$ cat config.mk
export PLATFORM = sky130hd
export DESIGN_NAME = iob_rom_stream_rd
export DESIGN_NICKNAME = d
export VERILOG_FILES = /design/src/rtl/iob_rom_stream_rd.sv
export SDC_FILE = /design/constraint.sdc
export NUM_CORES = 1
export LEC_CHECK = 0
export BUFFER_PORTS_ARGS = -buffer_cell sky130_fd_sc_hd__buf_2
export CORE_ASPECT_RATIO = 1.2
export CORE_MARGIN = 4
export CORE_UTILIZATION = 55
export CTS_BUF_LIST = sky130_fd_sc_hd__clkbuf_4 sky130_fd_sc_hd__clkbuf_8
export CTS_CLUSTER_SIZE = 10
export DETAILED_ROUTE_END_ITERATION = 10
export PLACE_DENSITY = 0.77
export SYNTH_ARGS = -nofsm -noshare
export SYNTH_HDL_FRONTEND = slang
export SYNTH_SLANG_ARGS = --single-unit
export TNS_END_PERCENT = 100
$ cat constraint.sdc
create_clock -name clk -period 6.02 [get_ports clk]
set_clock_uncertainty 0.15 [all_clocks]
set_input_delay 0.903 -clock clk [delete_from_list [all_inputs] [get_ports clk]]
set_output_delay 0.903 -clock clk [all_outputs]
set_load 0.03 [all_outputs]
$ cat src/rtl/iob_rom_stream_rd.sv
// Read sequencer for one port of a 1-cycle-latency ROM: reads len words from base_addr
// and streams them out through a 2-entry FIFO that absorbs the read latency.
module iob_rom_stream_rd #(
   parameter int DATA_W = 32,
   parameter int ADDR_W = 11
) (
   input  logic              clk,
   input  logic              rst,
   input  logic              start,
   input  logic [ADDR_W-1:0] base_addr,
   input  logic [ADDR_W:0]   len,
   output logic              busy,
   output logic              done,
   output logic [ADDR_W-1:0] rom_addr,
   output logic              rom_r_en,
   input  logic [DATA_W-1:0] rom_r_data,
   output logic [DATA_W-1:0] m_data,
   output logic              m_valid,
   input  logic              m_ready,
   output logic              m_last
);

   localparam logic [ADDR_W:0] ONE = (ADDR_W+1)'(1);
   localparam logic [ADDR_W:0] TWO = (ADDR_W+1)'(2);

   typedef enum logic {IDLE, RUN} state_t;

   state_t            state;
   logic [ADDR_W-1:0] base_q;
   logic [ADDR_W-1:0] addr_q;
   logic [ADDR_W:0]   len_q;
   logic [ADDR_W:0]   issued;
   logic [ADDR_W:0]   popped;
   logic [ADDR_W:0]   outstanding;
   logic              in_flight;
   logic [DATA_W-1:0] fifo_mem [2];
   logic              wr_ptr;
   logic              rd_ptr;
   logic [1:0]        count;
   logic              pop;

   assign busy    = (state == RUN);
   assign m_valid = (count != 2'd0);
   assign pop     = m_valid & m_ready;
   assign m_data  = fifo_mem[rd_ptr];
   assign m_last  = m_valid & (popped == len_q - ONE);

   // Words issued but not yet popped live either on the ROM bus or in the FIFO;
   // counting this cycle's pop lets a full FIFO keep streaming at one word per cycle.
   assign outstanding = issued - popped - (ADDR_W+1)'(pop);
   assign rom_r_en    = busy & (issued < len_q) & (outstanding < TWO);
   assign rom_addr    = rom_r_en ? (base_q + issued[ADDR_W-1:0]) : addr_q;

   always_ff @(posedge clk) begin
      if (rst) begin
         state       <= IDLE;
         done        <= 1'b0;
         base_q      <= '0;
         addr_q      <= '0;
         len_q       <= '0;
         issued      <= '0;
         popped      <= '0;
         in_flight   <= 1'b0;
         fifo_mem[0] <= '0;
         fifo_mem[1] <= '0;
         wr_ptr      <= 1'b0;
         rd_ptr      <= 1'b0;
         count       <= 2'd0;
      end else begin
         done      <= 1'b0;
         in_flight <= rom_r_en;

         if (rom_r_en) begin
            addr_q <= rom_addr;
            issued <= issued + ONE;
         end

         if (in_flight) begin
            fifo_mem[wr_ptr] <= rom_r_data;
            wr_ptr           <= ~wr_ptr;
         end

         if (pop) begin
            rd_ptr <= ~rd_ptr;
            popped <= popped + ONE;
         end

         unique case ({in_flight, pop})
            2'b10:   count <= count + 2'd1;
            2'b01:   count <= count - 2'd1;
            default: count <= count;
         endcase

         case (state)
            IDLE: begin
               if (start) begin
                  base_q <= base_addr;
                  len_q  <= len;
                  issued <= '0;
                  popped <= '0;
                  if (len == '0) done  <= 1'b1;
                  else           state <= RUN;
               end
            end
            RUN: begin
               if (pop && m_last) begin
                  state <= IDLE;
                  done  <= 1'b1;
               end
            end
            default: state <= IDLE;
         endcase
      end
   end

endmodule

==> out/qor.csv, run 1 <==
metric,value,unit
synthesized area,7570,sq um
critical path's most frequent cell,fa_1,
Hold Buf Count CTS,0,
Post-synth EDFFs,64,
Synth cell types,66,
final worst path period need,5.65,ns
ys async rst share,0,
IO Pins,107,
DRT Pass-1 Iters,7,
post-synth top area share,0.254,
leakage power,3.67,nW
die area,15700,sq um
FMAX,177,MHz
postcts setup bufs,0,
"delay-heaviest family, CP",simple AND/OR/NAND/NOR gates,
Routed WL,18.8,mm
height of the die,136,microns
"Remaining Overflow, GRT",0,
post-cts resize count,0,
Final setup violation count,0,
post-synth net total,900,
critical path type,reg -> out,
Setup TNS,0,ns
crit path DAT,4.60,ns
sequential share of the synthesized area,0.429,
Vias,6216,
Nets,998,
DRC marker count from the first detailed-route iteration,484,
synthesis-stage register bit count,130,
IO buf count,106,
GRT Util Overall,0.241,
Met1 Wirelength,7.84,mm
YS warnings,0,
Mapped Cells,794,
clk buf depth,2,
number of H-tree levels,4,
met2 routed WL,9.46,mm
Worst VDD drop,0.208,mV
first-pass GRT wire length,29.6,mm
Max Used Layer,met4,
dpl hpwl,13.8,mm
DRC,0,
crit share post-route,0.939,
row count,46,
clk_lat worst skew,0.46,ns
CTS tree,built,
DR WL/cell,17.5,microns
status,"finished, final reports clean",
core area,13400,sq um
vias in the first global route,5991,
critical path endpoint category,output port,
Yosys top cell by area,edfxtp_1,
CP Max Fanout,12,
layout cells sized above 1,0.229,
Pwr Density,294,nW/um^2
Slew Limit Fails,0,
vias per std cell,5.79,
"critical path, cell by cell",or2_2 > nand2_1 > fa_1 > fa_1 > nand2b_1 > a2111oi_2 > nor3_1 > o32a_1 > or4_4 > nor2_1 > buf_4 > mux2_2 > buf_2,
initial core utilization,0.567,
antenna fix cells,0,
Slew HR,0.323,
Worst Hold Depth,2,
Setup WS post-layout,0.369,ns
antenna violations before repair,0,
worst path buffer plus inverter count,2,
RSZ-0062 raised after global routing,false,
CTS root buffer,clkbuf_8,
CP Launch Type,register,
GPL Wtd Cong,0.937,
MaxCap Viol Count,0,
clk sinks,130,
largest net degree at the start of global routing,40,
pre-CTS setup slack,0.382,ns
CTS Buf Count,17,
# fillers,1108,
"slowest stage cell, crit path",or4_4,
die width,115,microns
syn avg cell area,9.53,sq um
Post-synth top flop,dfxtp_1,
Synth area leaders,"edfxtp_1 (25%), dfxtp_1 (17%), ha_1 (7.3%)",
Crit. path cell count,13,
Slew @ Worst Pin,1.01,ns
"Data required, critical path",4.97,ns
final hold vios,0,
Synth-to-Final Area Change,14.2,%
Final ANT Viol Nets,0,
critical path's largest stage delay,0.61,ns
DR WL met3,1.10,mm
Min-Delay Path Class,reg -> reg,
r2r worst-path depth,12,
clock-pin slew on the worst setup and hold paths,0.08,ns
[power by group]
| group | switching [mW] | internal, mW | leakage [nW] |
|---|---|---|---|
| clock | 0.358 | 0.437 | 0.211 |
| combinational | 0.446 | 0.258 | 2.26 |
| sequential | 0.0402 | 1.00 | 1.20 |
[path summary, 6_finish.rpt]
kind                           from                endpoint  slack [ns]
max           count[0]$_SDFFE_PP0P_             rom_addr[5]        0.37
min reg2reg  base_q[4]$_SDFFE_PP0P_  base_q[4]$_SDFFE_PP0P_        0.32
max reg2reg   count[0]$_SDFFE_PP0P_    issued[7]$_SDFF_PP0_        1.74
min          base_q[4]$_SDFFE_PP0P_  base_q[4]$_SDFFE_PP0P_        0.32
[routing by layer]
metal,vias to the layer above,track usage
met1,2973,0.295
met3,36,0.0525
met5,-,0
met2,202,0.411
met4,0,0.0972
li1,3005,-
[synth_stat cells, types with 16 or more instances]
library cell / count
a21oi_1: 50
and2_1: 66
clkbuf_1: 26
dfxtp_1: 66
edfxtp_1: 64
ha_1: 44
inv_1: 50
mux2_2: 42
nand2_1: 103
nand3_1: 17
nor2_1: 39
nor3_1: 16
o21ai_0: 26
xnor2_1: 21
xor2_1: 16
[registers in the layout (all words and copies together) (netlist names), named ones only]
register and count:
busy 1, addr_q 11, len_q 12, wr_ptr 1
in_flight 1, popped 12, done 1, issued 12
base_q 11, count 2, rd_ptr 1, fifo_mem 64
[layout make-up]
cell class,count,area (sq um),share of cell area
well taps,168,210,0.0243
clock inverters,12,154,0.0178
clock buffers,20,269,0.0311
inverters,51,191,0.0221
multi-input cells,577,3980,0.460
repair buffers,115,598,0.0692
flip-flops and latches,130,3240,0.375
[tightest hold or removal path, cell delays in order (launching register included)]
cell and delay [ns]:
dfxtp_1 0.32, nand2_1 0.05, a21oi_1 0.05
[cells by family after synthesis]
logic type | share of synthesized area
simple gates | 0.211
compound gates | 0.116
mux | 0.0744
buf+inv | 0.0468
flops | 0.429
xor+xnor | 0.0428
fa+ha+maj | 0.0807
[layout by cell type, fill, tap and decap left out, types with 8 or more instances in the layout]
| cell type | Yosys | routed |
|---|---|---|
| a21oi_1 | 50 | 50 |
| clkbuf_8 | 0 | 19 |
| nand4_1 | 9 | 9 |
| o211ai_1 | 11 | 11 |
| buf_4 | 1 | 9 |
| or3_1 | 9 | 9 |
| and2_1 | 66 | 66 |
| buf_2 | 1 | 106 |
| nor2_1 | 39 | 39 |
| nor4_1 | 8 | 8 |
| dfxtp_1 | 66 | 66 |
| ha_1 | 44 | 44 |
| inv_1 | 50 | 50 |
| mux2i_1 | 9 | 9 |
| nand2_1 | 103 | 103 |
| o21ai_0 | 26 | 25 |
| nand3_1 | 17 | 17 |
| edfxtp_1 | 64 | 64 |
| xnor2_1 | 21 | 21 |
| xor2_1 | 16 | 16 |
| mux2_2 | 42 | 42 |
| nor3_1 | 16 | 15 |
[per-stage QoR]
stage	cells	hold slack [ns]	utilization	area, sq um	total power [mW]
global placement	1041	0.301	0.616	8220	1.75
detailed placement	1041	0.304	0.616	8220	1.76
global route	1073	0.350	0.647	8640	2.65
CTS	1073	0.322	0.647	8640	2.55
finish	1073	0.322	0.647	8640	2.54
floorplan	794	0.291	-	7570	1.58
Note: power is estimated with default switching activity, not from simulation.
==> run 2, diff against run 1 <==
--- a/config.mk
+++ b/config.mk
@@ -6,13 +6,15 @@
 export NUM_CORES = 1
 export LEC_CHECK = 0
 export BUFFER_PORTS_ARGS = -buffer_cell sky130_fd_sc_hd__buf_2
+export CELL_PAD_IN_SITES_DETAIL_PLACEMENT = 0
+export CELL_PAD_IN_SITES_GLOBAL_PLACEMENT = 2
 export CORE_ASPECT_RATIO = 1.2
 export CORE_MARGIN = 4
-export CORE_UTILIZATION = 55
+export CORE_UTILIZATION = 37
 export CTS_BUF_LIST = sky130_fd_sc_hd__clkbuf_4 sky130_fd_sc_hd__clkbuf_8
-export CTS_CLUSTER_SIZE = 10
+export CTS_CLUSTER_SIZE = 8
 export DETAILED_ROUTE_END_ITERATION = 10
-export PLACE_DENSITY = 0.77
+export PLACE_DENSITY = 0.82
 export SYNTH_ARGS = -nofsm -noshare
 export SYNTH_HDL_FRONTEND = slang
 export SYNTH_SLANG_ARGS = --single-unit
==> run 2 against run 1 <==
Compared with the run above: count of clock-buffer cells in the layout down 3; total power barely moved; critical path depth unchanged; register-to-register slack worse by 0.04 ns; routed wire length grew 3.9%; first-iteration DRC count decreased by 26%; highest routed layer unchanged.
==> out/qor.csv, run 2 (synthesis results as in run 1) <==
metric,value,unit,change
DRC,0,,unchanged
"critical path, cell by cell",or2_2 > nand2_1 > fa_1 > fa_1 > nand2b_1 > a2111oi_2 > nor3_1 > o32a_1 > or4_4 > nor2_1 > buf_4 > mux2_2 > buf_2,,
largest net degree at the start of global routing,40,,unchanged
height of the die,165,microns,+21%
post-layout util,0.435,,-0.213
Hold Buf Count CTS,0,,unchanged
r2r worst-path depth,12,,unchanged
reg2reg start,count[0]$_SDFFE_PP0P_,,
CTS tree,built,,
# fillers,2009,,+81%
Setup WS post-layout,0.330,ns,-0.0388 ns
antenna violations before repair,0,,unchanged
Pwr Density,290,nW/um^2,-1.5%
Finished Cell Area,8770,sq um,+1.5%
pre-CTS setup slack,0.338,ns,-0.0441 ns
critical path's most frequent cell,fa_1,,
Slew HR,0.311,,-0.0127
critical path's largest stage delay,0.68,ns,+0.07 ns
die width,139,microns,+20%
critical path type,reg -> out,,
leakage power,3.67,nW,about the same
FMAX,176,MHz,-0.68%
DR WL/cell,16.7,microns,-4.8%
Routed WL,19.5,mm,+3.9%
core area,20200,sq um,+51%
vias per std cell,5.04,,-13%
crit path launch,count[0]$_SDFFE_PP0P_,,
crit path DAT,4.64,ns,+0.04 ns
crit share post-route,0.945,,+0.00645
number of H-tree levels,4,,unchanged
most frequent cells in the layout,"buf_2 (106), nand2_1 (103), and2_1 (66), dfxtp_1 (66), edfxtp_1 (64)",,
Slew @ Worst Pin,1.03,ns,+0.0191 ns
"Data required, critical path",4.97,ns,about the same
Vias,5900,,-5.1%
Final ANT Viol Nets,0,,unchanged
CP Launch Type,register,,
first-pass GRT wire length,31.0,mm,+4.8%
placed instance area,8350,sq um,+1.6%
hold path start,base_q[6]$_SDFFE_PP0P_,,
CTS Buf Count,17,,unchanged
"most common cell after layout, fill and taps aside",buf_2,,
"Remaining Overflow, GRT",0,,unchanged
status,"finished, final reports clean",,
Nets,999,,+0.10%
Min-Delay Path Class,reg -> reg,,
antenna fix cells,0,,unchanged
IO Pins,107,,unchanged
GRT Util Overall,0.172,,-0.0689
GPL Wtd Cong,0.812,,-13%
DRT Pass-1 Iters,5,,-2
initial core utilization,0.375,,-0.192
Worst Hold Depth,2,,unchanged
CTS root buffer,clkbuf_8,,
die area,22800,sq um,+45%
Worst VDD drop,0.133,mV,-36%
MaxCap Viol Count,0,,unchanged
max reg flops,64,,unchanged
final worst path period need,5.69,ns,+0.0388 ns
dpl hpwl,14.5,mm,+5.2%
vias in the first global route,5829,,-2.7%
IO buf count,106,,unchanged
Hold Slack,0.325,ns,+0.00283 ns
final hold vios,0,,unchanged
clock-pin slew on the worst setup and hold paths,0.08,ns,about the same
Synth-to-Final Area Change,16.0,%,
critical path endpoint category,output port,,
RSZ-0062 raised after global routing,false,,
CP Max Fanout,15,,+3
Final setup violation count,0,,unchanged
post-cts resize count,0,,unchanged
Setup TNS,0,ns,unchanged
clk sinks,130,,unchanged
postcts setup bufs,0,,unchanged
register with the most flip-flops,fifo_mem,,
Slew Limit Fails,0,,unchanged
DRC marker count from the first detailed-route iteration,357,,-26%
clk_lat worst skew,0.45,ns,about the same
flop-to-flop setup slack,1.70,ns,-0.04 ns
"slowest stage cell, crit path",or4_4,,
clk buf depth,2,,unchanged
layout cells sized above 1,0.231,,+0.00196
row count,57,,+24%
## run 2: cell count changes in the layout (fill, tap and decap cells not counted), sizes merged
cell | before | now
bufinv | 3 | 2
inv | 52 | 58
buf | 115 | 116
clkbuf | 20 | 17
clkinv | 6 | 4
## run 2: worst max-delay path: cells and delay by family (launching register included)
| kind | cells | cell delay [ns] |
|---|---|---|
| and+or+nand+nor | 6 | 1.37 |
| buffers and inverters | 2 | 0.40 |
| muxes | 1 | 0.35 |
| adders and majority gates | 2 | 0.87 |
| AOI/OAI and AO/OA | 2 | 0.83 |
| DFF | 1 | 0.38 |
## run 2: path summary, 6_finish.rpt
path	to
setup / recovery	rom_addr[7]
hold / removal	base_q[6]$_SDFFE_PP0P_
setup reg to reg	issued[7]$_SDFF_PP0_
hold reg to reg	base_q[6]$_SDFFE_PP0P_
## run 2: layer usage
layer / share of wire / vias to the layer above / track usage
met5: 0 / - / 0
met4: 0.011 / 0 / 0.0494
met3: 0.036 / 15 / 0.0385
met2: 0.51 / 104 / 0.303
met1: 0.44 / 2775 / 0.213
li1: - / 3006 / -
## run 2: power by group
group | total [mW] | switching [mW] | internal (mW)
registers | 1.03 | 0.0342 | 1.00
clock network | 0.794 | 0.406 | 0.388
logic | 0.712 | 0.455 | 0.257
## run 2: layout make-up
type / count / area [sq um] / area share
clock buffer: 17 / 234 / 0.0267
clock inverter: 15 / 191 / 0.0218
inverter: 51 / 191 / 0.0218
sequential: 130 / 3240 / 0.370
multi-input combinational: 577 / 3980 / 0.453
timing repair buffer: 116 / 606 / 0.0690
tap: 265 / 332 / 0.0378
## run 2: stage by stage
step	cells	total power, mW
6_report	1171	2.54
5_1_grt	1171	2.68
4_1_cts	1171	2.57
3_5_place_dp	1139	1.78
3_3_place_gp	1139	1.77
2_1_floorplan	794	1.58
